File: src/rtl/mul_hilo_ctrl.sv
// Sequencer for an external combinational 32x32 signed multiplier.
// Latches operands, waits LAT cycles for the product to settle, then
// splits the 64-bit product into the HI/LO register pair. HI/LO can also be
// loaded directly while the sequencer is idle.
module mul_hilo_ctrl #(
    parameter int unsigned LAT = 2
) (
    input  logic        clock,
    input  logic        clear,
    input  logic        start,
    input  logic [31:0] opA,
    input  logic [31:0] opB,
    output logic [31:0] mul_M,
    output logic [31:0] mul_Q,
    input  logic [63:0] mul_P,
    input  logic [31:0] hi_in,
    input  logic [31:0] lo_in,
    input  logic        hi_we,
    input  logic        lo_we,
    output logic        busy,
    output logic        done,
    output logic [31:0] HI,
    output logic [31:0] LO
);

    typedef enum logic [1:0] {
        ST_IDLE    = 2'd0,
        ST_WAIT    = 2'd1,
        ST_CAPTURE = 2'd2
    } state_t;

    // Counter preload: WAIT lasts LAT edges, the last one seeing count zero.
    localparam logic [3:0] CNT_LOAD = 4'(LAT - 1);

    state_t      state_r;
    state_t      state_s;
    logic [3:0]  cnt_r;
    logic [3:0]  cnt_s;
    logic        accept_s;
    logic        capture_s;
    logic        load_hi_s;
    logic        load_lo_s;
    logic [31:0] mul_m_r;
    logic [31:0] mul_q_r;
    logic [31:0] hi_r;
    logic [31:0] lo_r;
    logic        busy_r;
    logic        done_r;

    // Next-state and counter logic for the IDLE/WAIT/CAPTURE sequence.
    always_comb begin
        state_s = state_r;
        cnt_s   = cnt_r;
        case (state_r)
            ST_IDLE: begin
                if (start) begin
                    state_s = ST_WAIT;
                    cnt_s   = CNT_LOAD;
                end else begin
                    state_s = ST_IDLE;
                    cnt_s   = cnt_r;
                end
            end
            ST_WAIT: begin
                if (cnt_r == 4'd0) begin
                    state_s = ST_CAPTURE;
                    cnt_s   = 4'd0;
                end else begin
                    state_s = ST_WAIT;
                    cnt_s   = cnt_r - 4'd1;
                end
            end
            ST_CAPTURE: begin
                state_s = ST_IDLE;
                cnt_s   = 4'd0;
            end
            default: begin
                state_s = ST_IDLE;
                cnt_s   = 4'd0;
            end
        endcase
    end

    // Datapath strobes; start outranks the direct-load enables in IDLE.
    always_comb begin
        accept_s  = (state_r == ST_IDLE) && start;
        capture_s = (state_r == ST_CAPTURE);
        load_hi_s = (state_r == ST_IDLE) && !start && hi_we;
        load_lo_s = (state_r == ST_IDLE) && !start && lo_we;
    end

    // State and wait counter registers.
    always_ff @(posedge clock or posedge clear) begin
        if (clear) begin
            state_r <= ST_IDLE;
            cnt_r   <= 4'd0;
        end else begin
            state_r <= state_s;
            cnt_r   <= cnt_s;
        end
    end

    // Operand registers feeding the multiplier; held until the next accept.
    always_ff @(posedge clock or posedge clear) begin
        if (clear) begin
            mul_m_r <= 32'd0;
            mul_q_r <= 32'd0;
        end else if (accept_s) begin
            mul_m_r <= opA;
            mul_q_r <= opB;
        end
    end

    // HI/LO: product capture has its own state, otherwise direct loads.
    always_ff @(posedge clock or posedge clear) begin
        if (clear) begin
            hi_r <= 32'd0;
            lo_r <= 32'd0;
        end else if (capture_s) begin
            hi_r <= mul_P[63:32];
            lo_r <= mul_P[31:0];
        end else begin
            if (load_hi_s) begin
                hi_r <= hi_in;
            end
            if (load_lo_s) begin
                lo_r <= lo_in;
            end
        end
    end

    // Status flags registered from the next state so they track state_r.
    always_ff @(posedge clock or posedge clear) begin
        if (clear) begin
            busy_r <= 1'b0;
            done_r <= 1'b0;
        end else begin
            busy_r <= (state_s != ST_IDLE);
            done_r <= capture_s;
        end
    end

    assign mul_M = mul_m_r;
    assign mul_Q = mul_q_r;
    assign HI    = hi_r;
    assign LO    = lo_r;
    assign busy  = busy_r;
    assign done  = done_r;

endmodule

File: config.mk
export PLATFORM = sky130hd
export DESIGN_NAME = mul_hilo_ctrl
export DESIGN_NICKNAME = d
export VERILOG_FILES = /design/src/rtl/mul_hilo_ctrl.sv
export SDC_FILE = /design/constraint.sdc
export NUM_CORES = 1
export LEC_CHECK = 0
export ABC_AREA = 1
export CORE_UTILIZATION = 40
export CTS_CLUSTER_SIZE = 30
export DETAILED_ROUTE_END_ITERATION = 12
export PLACE_DENSITY = 0.81
export SLEW_MARGIN = 25
export SYNTH_ARGS = -nofsm -noshare
export SYNTH_HDL_FRONTEND = slang
export SYNTH_SLANG_ARGS = --single-unit
File: constraint.sdc
create_clock -name clock -period 5.4 [get_ports clock]
set_input_delay 1.08 -clock clock [delete_from_list [all_inputs] [get_ports clock]]
set_output_delay 1.08 -clock clock [all_outputs]
set_load 0.1 [all_outputs]
==> reports/qor.json <==
{
  "outcome": {
    "outcome": "finished, final reports clean"
  },
  "sta": {
    "maxSlewViolCount": 0,
    "setup_viol": 0,
    "finalSetupTns_ns": 0,
    "timing.final.crit_period_ns": 3.04,
    "min_period_over_period_pct": 56.4,
    "rsz0062_at_grt": "no",
    "fin_hold_ws_ns": 0.467,
    "max_freq_ghz": 0.329,
    "max_slew_margin_pct": 30.1,
    "finalHoldViolCount": 0,
    "post_route_skew_ns": 0.00748,
    "worst_slew_pin_slew_ns": 1.05
  },
  "logic_synthesis": {
    "yosys_register_bits": 136,
    "syn-cell-area_mm2": 0.00626,
    "synth_largest_area_cell": "dfrtp_1",
    "synth_area_leaders": "dfrtp_1, nand2_1, nand3_1, buf_2, buf_4",
    "synth_area_per_cell_um2": 7.71,
    "synthDominantCellAreaShare_pct": 54.4,
    "synthesis.instances": 811,
    "seq_area_frac_synth_pct": 54.4,
    "netlist-cell-type-count": 18,
    "synth_fp_nets": 1010,
    "number_of_warning_messages_in_the_yosys_log": 0
  },
  "routing": {
    "via_count_of_the_routed_design": 6351,
    "top_signal_layer_used": "met4",
    "drt-initial-drc-count": 254,
    "post_drt_wl_per_cell_um": 14.5,
    "avgViaCountPerCell": 4.77,
    "wl_met2_um": 9520,
    "post-route-drc-count": 0,
    "routed-wl-met3_um": 1840,
    "drt_first_pass_iters": 5,
    "postRouteWirelength_um": 19300,
    "route.layer.met1.wl_um": 7480,
    "remaining_number_of_nets_flagged_by_the_antenna_check_after_routing": 0
  },
  "global_route": {
    "wire_length_of_the_first_global_routing_pass_um": 30200,
    "pin_count_of_the_biggest_net_entering_global_routing": 105,
    "antenna_found_initial": 0,
    "vias_in_the_first_global_route": 6136,
    "track_usage_pct": 23.9,
    "grt_overflow_total": 0
  },
  "worst_setup_path": {
    "slowest_delay_ns": 1.19,
    "worstPathCellList": "clkdlybuf4s50_1",
    "start_kind": "flip-flop",
    "worst_r2r_path_depth": 5,
    "r2r-start": "state_r[0]",
    "worst_r2r_endpoint": "LO[14]",
    "crit_buf_inv": 1,
    "worst_path_dominant_cell_family": "buffers and inverters",
    "setup.worst_path.class": "reg -> out",
    "timing.critical_path.slowest_stage_cell": "clkdlybuf4s50_1",
    "timing.critical_path.required_ns": 4.32,
    "cp.arrival_ns": 1.96,
    "worst-r2r-setup-slack_ns": 3.19,
    "category_of_the_worst_setup_path_capture_point": "output pin",
    "crit_path_max_fanout": 2
  },
  "floorplan": {
    "die_y_um": 127,
    "top_level_ports": 327,
    "design.die.area_mm2": 0.0161,
    "die_width_um": 127,
    "rows": 45,
    "design.core.area_mm2": 0.0153,
    "starting_density_of_the_core_pct": 41.0
  },
  "worst_hold_path": {
    "min_from": "mul_Q[14]",
    "hold-path-cell-count": 2,
    "whs_endpoint": "mul_Q[14]",
    "worst_hold_check_path_type": "reg -> reg"
  },
  "final_layout": {
    "nNetsFinal": 1306,
    "final_layout_size_suffix_gt1_share_pct": 4.29,
    "antennaDiodeCount": 0,
    "syn2layout_area_growth_pct": 62.9
  },
  "clock_network": {
    "max-clock-path-buffers": 2,
    "h-tree-depth": 4,
    "clk_pin_slew_ns": 0.06,
    "postCtsSetupRepairBufs": 0,
    "cts_inserted_buffers": 17,
    "root_buffer": "clkbuf_16",
    "clk-insertion-delay-late_ns": 0.42,
    "cts_tree": "built",
    "cts-hold-fix-buffers": 0,
    "post_cts.resized_instances": 0,
    "cts_sinks": 136
  },
  "placed_design": {
    "routabilityCongestion": 0.799,
    "dp_hpwl_um": 13400,
    "number_of_i_o_port_buffers": 326
  },
  "flow_run": {
    "maxCapViolCount": 0
  }
}
cells in the mapped netlist (all sizes together):
cell	count
nor3	1
dfrtp	136
nor2	5
ha	2
nand2	468
buf	42
o21ai	2
nand3	132
xor2	1
inv	10
clkbuf	12
routing by layer:
layer,track usage [%],up-vias
met5,0,-
met4,9.45,0
met3,9.17,33
met2,42.3,253
met1,25.8,2940
li1,-,3125
worst max path at each step:
stage,startpoint,endpoint,slack (ns),cells past startpoint
after global placement,lo_we,LO[31],1.94,5
after detailed placement,lo_we,LO[14],1.88,5
after CTS,lo_we,LO[14],2.31,5
final,LO[31],LO[31],2.36,1
after global routing,mul_M[30],mul_M[30],2.31,1
after floorplan,clear,HI[0],0.68,1
cell usage in the layout, fill, tap and decap left out, drive strengths merged, types with 3 or more instances in the layout:
cell,instances
clkdlybuf4s50,325
nand2,468
clkbuf,18
clkinv,4
dfrtp,136
inv,12
buf,6
clkinvlp,3
nor2,5
nand3,132
bufinv,5
area by class of cell:
cell class                 count  area, um^2
fill                        1229        5070
sequential                   136        3400
timing repair buffer         331        3300
multi-input combinational    611        2520
clock buffer                  18         439
tap                          211         264
clock inverter                14         221
inverter                      10        47.5
registers in the layout (all words and copies together) (netlist names):
signal / cells
done: 1
state_r: 2
mul_Q: 32
busy: 1
HI: 32
LO: 32
mul_M: 32
cnt_r: 4
cell families after synthesis:
group	after synthesis	share of synthesized area (%)
compound gates	2	0.160
xor+xnor	1	0.140
fa+ha+maj	2	0.400
buf+inv	64	5.56
flops	136	54.4
simple gates	606	39.3
metrics by stage:
step	utilization (%)	instance area [um^2]	setup WS, ns	std cells
after CTS	66.7	10200	2.31	1331
final	66.8	10200	2.36	1331
after global placement	62.4	9520	1.94	1299
after detailed placement	62.4	9520	1.88	1299
after floorplan	-	6260	0.681	811
after global routing	66.8	10200	2.31	1331
Power is left out: the tool's default activity adds up to more than one toggle a clock period on the data nets, which glitch-free logic cannot reach.
